===== src/rtl/bitwise_logic_seq_if.sv =====
// Operand/result handshake bundle for the chunked bitwise logic unit.
// master drives operands and out_ready; slave returns the result side.
interface bitwise_logic_seq_if #(
    parameter int WIDTH = 32
);
    logic             in_valid;
    logic             in_ready;
    logic [WIDTH-1:0] A;
    logic [WIDTH-1:0] B;
    logic [1:0]       op;
    logic             out_valid;
    logic             out_ready;
    logic [WIDTH-1:0] result;
    logic             is_zero;
    logic             busy;

    modport master (
        output in_valid, A, B, op, out_ready,
        input  in_ready, out_valid, result, is_zero, busy
    );

    modport slave (
        input  in_valid, A, B, op, out_ready,
        output in_ready, out_valid, result, is_zero, busy
    );
endinterface


===== src/rtl/bitwise_logic_seq.sv =====
// Multi-cycle bitwise AND/OR/XOR/NOR unit that writes LANE result bits per cycle,
// lowest chunk first, between a valid/ready operand port and a valid/ready result port.
module bitwise_logic_seq #(
    parameter int WIDTH = 32,
    parameter int LANE  = 8
) (
    input  logic               clock,
    input  logic               reset,
    bitwise_logic_seq_if.slave bus
);
    localparam int N  = WIDTH / LANE;
    localparam int CW = (N > 1) ? $clog2(N) : 1;

    typedef enum logic [1:0] {IDLE, RUN, DONE} state_t;

    state_t           state_reg, state_next;
    logic [CW-1:0]    cnt_reg, cnt_next;
    logic [WIDTH-1:0] a_reg, a_next;
    logic [WIDTH-1:0] b_reg, b_next;
    logic [1:0]       op_reg, op_next;
    logic [WIDTH-1:0] result_reg, result_next;
    logic             is_zero_reg, is_zero_next;
    logic [WIDTH-1:0] run_result;
    logic             last_chunk;

    function automatic logic [LANE-1:0] lane_op(
        input logic [LANE-1:0] x,
        input logic [LANE-1:0] y,
        input logic [1:0]      sel
    );
        case (sel)
            2'b00:   lane_op = x & y;
            2'b01:   lane_op = x | y;
            2'b10:   lane_op = x ^ y;
            default: lane_op = ~(x | y);
        endcase
    endfunction

    // Only the chunk selected by the counter is recomputed; the rest hold.
    genvar gi;
    generate
        for (gi = 0; gi < N; gi++) begin : g_chunk
            localparam logic [CW-1:0] IDX = CW'(gi);
            assign run_result[gi*LANE +: LANE] = (cnt_reg == IDX)
                ? lane_op(a_reg[gi*LANE +: LANE], b_reg[gi*LANE +: LANE], op_reg)
                : result_reg[gi*LANE +: LANE];
        end
    endgenerate

    assign last_chunk = (cnt_reg == CW'(N - 1));

    always_ff @(posedge clock) begin
        if (reset) begin
            state_reg   <= IDLE;
            cnt_reg     <= '0;
            a_reg       <= '0;
            b_reg       <= '0;
            op_reg      <= '0;
            result_reg  <= '0;
            is_zero_reg <= 1'b0;
        end else begin
            state_reg   <= state_next;
            cnt_reg     <= cnt_next;
            a_reg       <= a_next;
            b_reg       <= b_next;
            op_reg      <= op_next;
            result_reg  <= result_next;
            is_zero_reg <= is_zero_next;
        end
    end

    always_comb begin
        state_next   = state_reg;
        cnt_next     = cnt_reg;
        a_next       = a_reg;
        b_next       = b_reg;
        op_next      = op_reg;
        result_next  = result_reg;
        is_zero_next = is_zero_reg;
        case (state_reg)
            IDLE: begin
                if (bus.in_valid) begin
                    a_next      = bus.A;
                    b_next      = bus.B;
                    op_next     = bus.op;
                    result_next = '0;
                    cnt_next    = '0;
                    state_next  = RUN;
                end
            end
            RUN: begin
                result_next = run_result;
                if (last_chunk) begin
                    cnt_next     = '0;
                    is_zero_next = (run_result == '0);
                    state_next   = DONE;
                end else begin
                    cnt_next = cnt_reg + CW'(1);
                end
            end
            DONE: begin
                if (bus.out_ready) begin
                    state_next = IDLE;
                end
            end
            default: state_next = IDLE;
        endcase
    end

    // Handshake flags come from registered state; reset gates in_ready only.
    assign bus.in_ready  = (state_reg == IDLE) && !reset;
    assign bus.out_valid = (state_reg == DONE);
    assign bus.busy      = (state_reg == RUN) || (state_reg == DONE);
    assign bus.result    = result_reg;
    assign bus.is_zero   = is_zero_reg;
endmodule

===== src/flat_wrapper.sv =====
// flat-port wrapper written by rule: the top's interface ports become plain ports
module bitwise_logic_seq_flat 
#(
    parameter int WIDTH = 32,
    parameter int LANE  = 8
)
  (clock, reset, bus_in_valid, bus_A, bus_B, bus_op, bus_out_ready, bus_in_ready, bus_out_valid, bus_result, bus_is_zero, bus_busy);
  bitwise_logic_seq_if #(.WIDTH(WIDTH)) bus_i ();
  input  logic clock;
  input  logic reset;
  input wire logic [$bits(bus_i.in_valid)-1:0] bus_in_valid;
  input wire logic [$bits(bus_i.A)-1:0] bus_A;
  input wire logic [$bits(bus_i.B)-1:0] bus_B;
  input wire logic [$bits(bus_i.op)-1:0] bus_op;
  input wire logic [$bits(bus_i.out_ready)-1:0] bus_out_ready;
  output wire logic [$bits(bus_i.in_ready)-1:0] bus_in_ready;
  output wire logic [$bits(bus_i.out_valid)-1:0] bus_out_valid;
  output wire logic [$bits(bus_i.result)-1:0] bus_result;
  output wire logic [$bits(bus_i.is_zero)-1:0] bus_is_zero;
  output wire logic [$bits(bus_i.busy)-1:0] bus_busy;
  assign bus_i.in_valid = bus_in_valid;
  assign bus_i.A = bus_A;
  assign bus_i.B = bus_B;
  assign bus_i.op = bus_op;
  assign bus_i.out_ready = bus_out_ready;
  assign bus_in_ready = bus_i.in_ready;
  assign bus_out_valid = bus_i.out_valid;
  assign bus_result = bus_i.result;
  assign bus_is_zero = bus_i.is_zero;
  assign bus_busy = bus_i.busy;
  bitwise_logic_seq #(.WIDTH(WIDTH), .LANE(LANE)) u_core (.clock(clock), .reset(reset), .bus(bus_i));
endmodule

===== config.mk =====
export PLATFORM = sky130hd
export DESIGN_NAME = bitwise_logic_seq_flat
export DESIGN_NICKNAME = d
export VERILOG_FILES = /design/src/rtl/bitwise_logic_seq_if.sv /design/src/rtl/bitwise_logic_seq.sv /design/src/flat_wrapper.sv
export SDC_FILE = /design/constraint.sdc
export NUM_CORES = 1
export LEC_CHECK = 0
export ABC_AREA = 0
export CAP_MARGIN = 10
export CORE_MARGIN = 1.5
export CORE_UTILIZATION = 40
export CTS_BUF_LIST = sky130_fd_sc_hd__clkbuf_4 sky130_fd_sc_hd__clkbuf_8
export DETAILED_ROUTE_END_ITERATION = 16
export SYNTH_ARGS = -nofsm -noshare
export SYNTH_HDL_FRONTEND = slang
export SYNTH_SLANG_ARGS = --single-unit

===== constraint.sdc =====
create_clock -name clock -period 7.65 [get_ports clock]
set_clock_uncertainty 0.15 [all_clocks]
set_input_delay 1.53 -clock clock [delete_from_list [all_inputs] [get_ports clock]]
set_output_delay 1.53 -clock clock [all_outputs]
set_load 0.01 [all_outputs]

======== Word level (Yosys, flattened, before mapping) ========
Cells that the tools add are included.
word-level totals
  register bits after elaboration ......... 103
  logic and storage cells ................. 63
operators by class
  $add $sub $neg .......................... 1
  equal/unequal tests ..................... 10
  multiplexer cells ....................... 17
  bitwise operators ....................... 16
  reductions and logical operators ........ 12
operators by type and width
  cell                   number
  $pmux W8 S3            4
  $pmux W32 S2           1
  $and A8 B8 Y8          4
  $logic_not A32 Y1      1
  $mux W32               1
  $mux W8                4
  $not A8 Y8             4
  $or A8 B8 Y8           4
  $xor A8 B8 Y8          4
  $mux W2                5
  $eq A2 B2 Y1 const B   4
  $eq A2 B1 Y1 const B   3
  $logic_not A2 Y1       3
  $pmux W2 S3            1
  $reduce_and A2 Y1      3
  $ne A2 B2 Y1 const B   2
  $pmux W2 S2            1
  $reduce_and A3 Y1      1
  $add A2 B1 Y2 const B  1
  $ne A2 B1 Y1 const B   1
  $reduce_bool A2 Y1     1
  $logic_and A1 B1 Y1    1
  $logic_not A1 Y1       1
  $logic_or A1 B1 Y1     1

======== Depth between registers and ports, before layout ========
  word-level depth ........................ 5
  mapped depth ............................ 10

======== Worst setup path after synthesis ========
Ideal clock, no wire load.
  path type ............................... input-to-output
  start ................................... input reset
  end ..................................... output bus_in_ready
  data arrival time ....................... 2.067 ns
  required time ........................... 5.970 ns
  setup slack ............................. 3.903 ns
  cell stages on the path ................. 3
  cells stage by stage .................... clkbuf_1 > clkbuf_1 > nor2b_1
on the way
  word-level cells in the longest chain between the ends .. 2
ends and longest elaborated chain
  what                 line                      text
  start, declared      flat_wrapper.sv:10        input logic reset;
  $logic_not A1 Y1     bitwise_logic_seq.sv:111  assign bus.in_ready = (state_reg == IDLE) && !reset;
  $logic_and A1 B1 Y1  bitwise_logic_seq.sv:111
  end, declared        flat_wrapper.sv:16        output wire logic [$bits(bus_i.in_ready)-1:0] bus_in_ready;
No other way between the ends.

======== Final worst setup path ========
Same ends and word-level chain as after synthesis.

==> summary.txt <==
Hold path
  – Hold Path Class: flip-flop to flip-flop
  – Worst Hold Launch: u_core.a_reg[19]
  – Hold Path End: u_core.a_reg[19]
  – Cell count of the worst hold path: 2

Floorplanning
  – Core area: 14700 sq um
  – Die height: 126 um
  – Starting Density: 0.413
  – Row count: 44
  – Die area: 15900 sq um
  – Die width: 126 um
  – Top-Level Pins: 106

Global routing
  – Gr ovfl total: 0
  – Initial antenna violation count: 0
  – Wire length of the first global-routing pass: 24900 um
  – All-layer global routing usage: 0.194
  – Vias in the first global route: 5150
  – Largest net degree at the start of global routing: 79

Clocking
  – Root Driver: clkbuf_8
  – Clock transition at path regs: 0.09 ns
  – Max Buffers Root-to-Sink: 2
  – Clock Latency Late Sink: 0.38 ns
  – Hold buffers post-CTS: 0
  – CTS tree: built
  – Setup Buffers After CTS: 0
  – Post-cts resize count: 0
  – CTS H-tree depth: 3
  – Clock sink total: 103
  – CTS Buf Count: 9

Cells and area
  – Fraction of layout cells with a size suffix above 1: 0.0311
  – Antenna diode count: 0
  – Nets: 1006
  – Area growth from synthesis to layout: 21.3%
  – Non-filler cells, final: 1053
  – Fin area: 7370 sq um

STA
  – Slew @ Worst Pin: 1.21 ns
  – Final setup fails: 0
  – Fin crit share: 0.541
  – Fin. max-slew vios: 0
  – Fin. Hold Viols: 0
  – Slew headroom: 0.194
  – Unrepaired setup endpoints after global routing: false
  – Setup TNS: 0 ns
  – Final min period: 4.14 ns
  – Worst hold margin: 0.328 ns
  – Max Clk Rate: 242 MHz

Drt
  – DRT antenna net count: 0
  – Wire per inst: 14.5 um
  – Highest routed layer: met4
  – DR DRC count: 0
  – DRT iter0 DRCs: 343
  – DR WL met2: 7290 um
  – Routed vias/inst: 5.21
  – Routed met3 length: 548 um
  – M1 wire length: 7230 um
  – Routed via count: 5484
  – 1st-pass router iterations: 4
  – Drt total wl: 15300 um

Logic synthesis
  – Seq/Total Area, Yosys: 0.340
  – Post-synth top area cell: dfxtp_1
  – Yosys reg bits: 103
  – Predominant post-synthesis flop cell: dfxtp_1
  – EDFF count, synth: 0
  – Top-count cell post-synth: nand2_1
  – Syn nets: 934
  – Syn_area_per_cell: 7.66 sq um
  – Top cells by area, synth: dfxtp_1, ha_1, nand2_1, a21oi_1, inv_1
  – FFs w/ async S/R, synth: 0
  – Mapped Cells: 793
  – Synth top area share: 0.340
  – Mapped cell area: 6070 sq um
  – Yosys warns: 0
  – Post-synth top cells: nand2_1, dfxtp_1, a21oi_1, inv_1, ha_1
  – Yosys cell types: 43

Critical path
  – Crit Path Max Fanout: 28
  – Cell depth of the worst flop-to-flop path: 7
  – Reg2reg end: u_core.bus.is_zero
  – CP peak stage delay: 0.55 ns
  – Critical-path top delay cell: clkdlybuf4s50_1
  – Cell Chain, Critical Path: buf_4 -> nor2b_1 -> clkdlybuf4s50_1
  – Kind of critical path: input pin to output port
  – Startpoint class of the critical path: input pin
  – Worst EP arrival: 2.46 ns
  – R2r startpoint: u_core.op_reg[0]
  – Setup crit end kind: output port
  – Worst path required time: 5.97 ns
  – R2R setup slack: 4.49 ns

Pwr
  – Total power: 1.28 mW
  – Sw Ratio: 0.326
  – Power Density: 174 nW/um^2
  – Register share of total power: 0.473
  – Net Sw Power: 418 uW
  – Internal: 865 uW
  – Combinational power share: 0.277
  – Peak VDD IR: 0.000100 V
  – Clk network pwr share: 0.250
  – Leakage dissipation: 2.80 nW

Placement
  – Post-DP HPWL: 11400 um
  – Gpl congestion: 0.833
  – Number of cells after detailed placement: 1037
  – IO buf count: 105
  – Dpl cell area: 7170 sq um

Outcome
  – Status: finished clean

Run
  – Max Cap Violations: 0
cell families after synthesis:
kind of cell,synth area share
and+or+nand+nor,0.192
buffers and inverters,0.0876
adders and majority gates,0.146
AOI/OAI and AO/OA,0.183
DFF,0.340
muxes,0.0515
through the flow:
stage | worst slack [ns] | util
after floorplan | 3.90 | -
after global placement | 3.40 | 0.488
after detailed placement | 3.32 | 0.488
after CTS | 3.51 | 0.499
after global routing | 3.43 | 0.501
final | 3.51 | 0.501
area by class of cell:
class / count / area, sq um
Timing Repair Buffer: 110 / 1110
Fill cell: 1469 / 7330
Sequential cell: 103 / 2070
Clock inverter: 1 / 5.00
Multi-Input combinational cell: 558 / 3480
Inverter: 83 / 312
Clock buffer: 14 / 168
Tap cell: 184 / 230
power by group through the flow:
stage	logic, mW	registers [mW]	clock network (mW)
floorplan	0.254	0.607	0
global placement	0.339	0.617	0
detailed placement	0.351	0.620	0
CTS	0.353	0.607	0.330
global route	0.403	0.613	0.352
finish	0.355	0.607	0.321
worst max path at each step:
stage	endpoint	slack (ns)	from	cells after the start
after floorplan	bus_in_ready	3.90	reset	3
after global placement	u_core.bus.result[29]	3.40	bus_in_valid	6
after detailed placement	u_core.bus.result[31]	3.32	bus_in_valid	6
after CTS	bus_in_ready	3.51	reset	3
after global routing	bus_in_ready	3.43	reset	3
final	bus_in_ready	3.51	reset	3
metal layers:
layer  vias to the layer above  global-route usage
met3                        15              0.0242
met4                         0              0.0696
li1                       2798                   -
met1                      2551               0.257
met2                       120               0.325
met5                         -                   0
layout by cell type (no fill, tap or decap), types with 4 or more instances in the layout:
cell type	instances
nand2_1	166
clkdlybuf4s50_1	104
dfxtp_1	102
a21oi_1	86
inv_1	83
ha_1	71
nor2_1	56
mux2i_1	29
o21ai_0	22
a22oi_1	18
o32ai_1	15
and2_1	14
o22ai_1	10
clkbuf_8	10
nor3_1	9
a211oi_1	7
nand2b_1	6
buf_4	5
o21ai_1	4
nand3_1	4
or4_1	4
clkbuf_4	4
worst max-delay path, delay by kind of cell:
| kind | cells | cell delay [ns] |
|---|---|---|
| buf+inv | 2 | 0.77 |
| simple gates | 1 | 0.16 |
No activity file was read; power rests on OpenSTA's default activity.
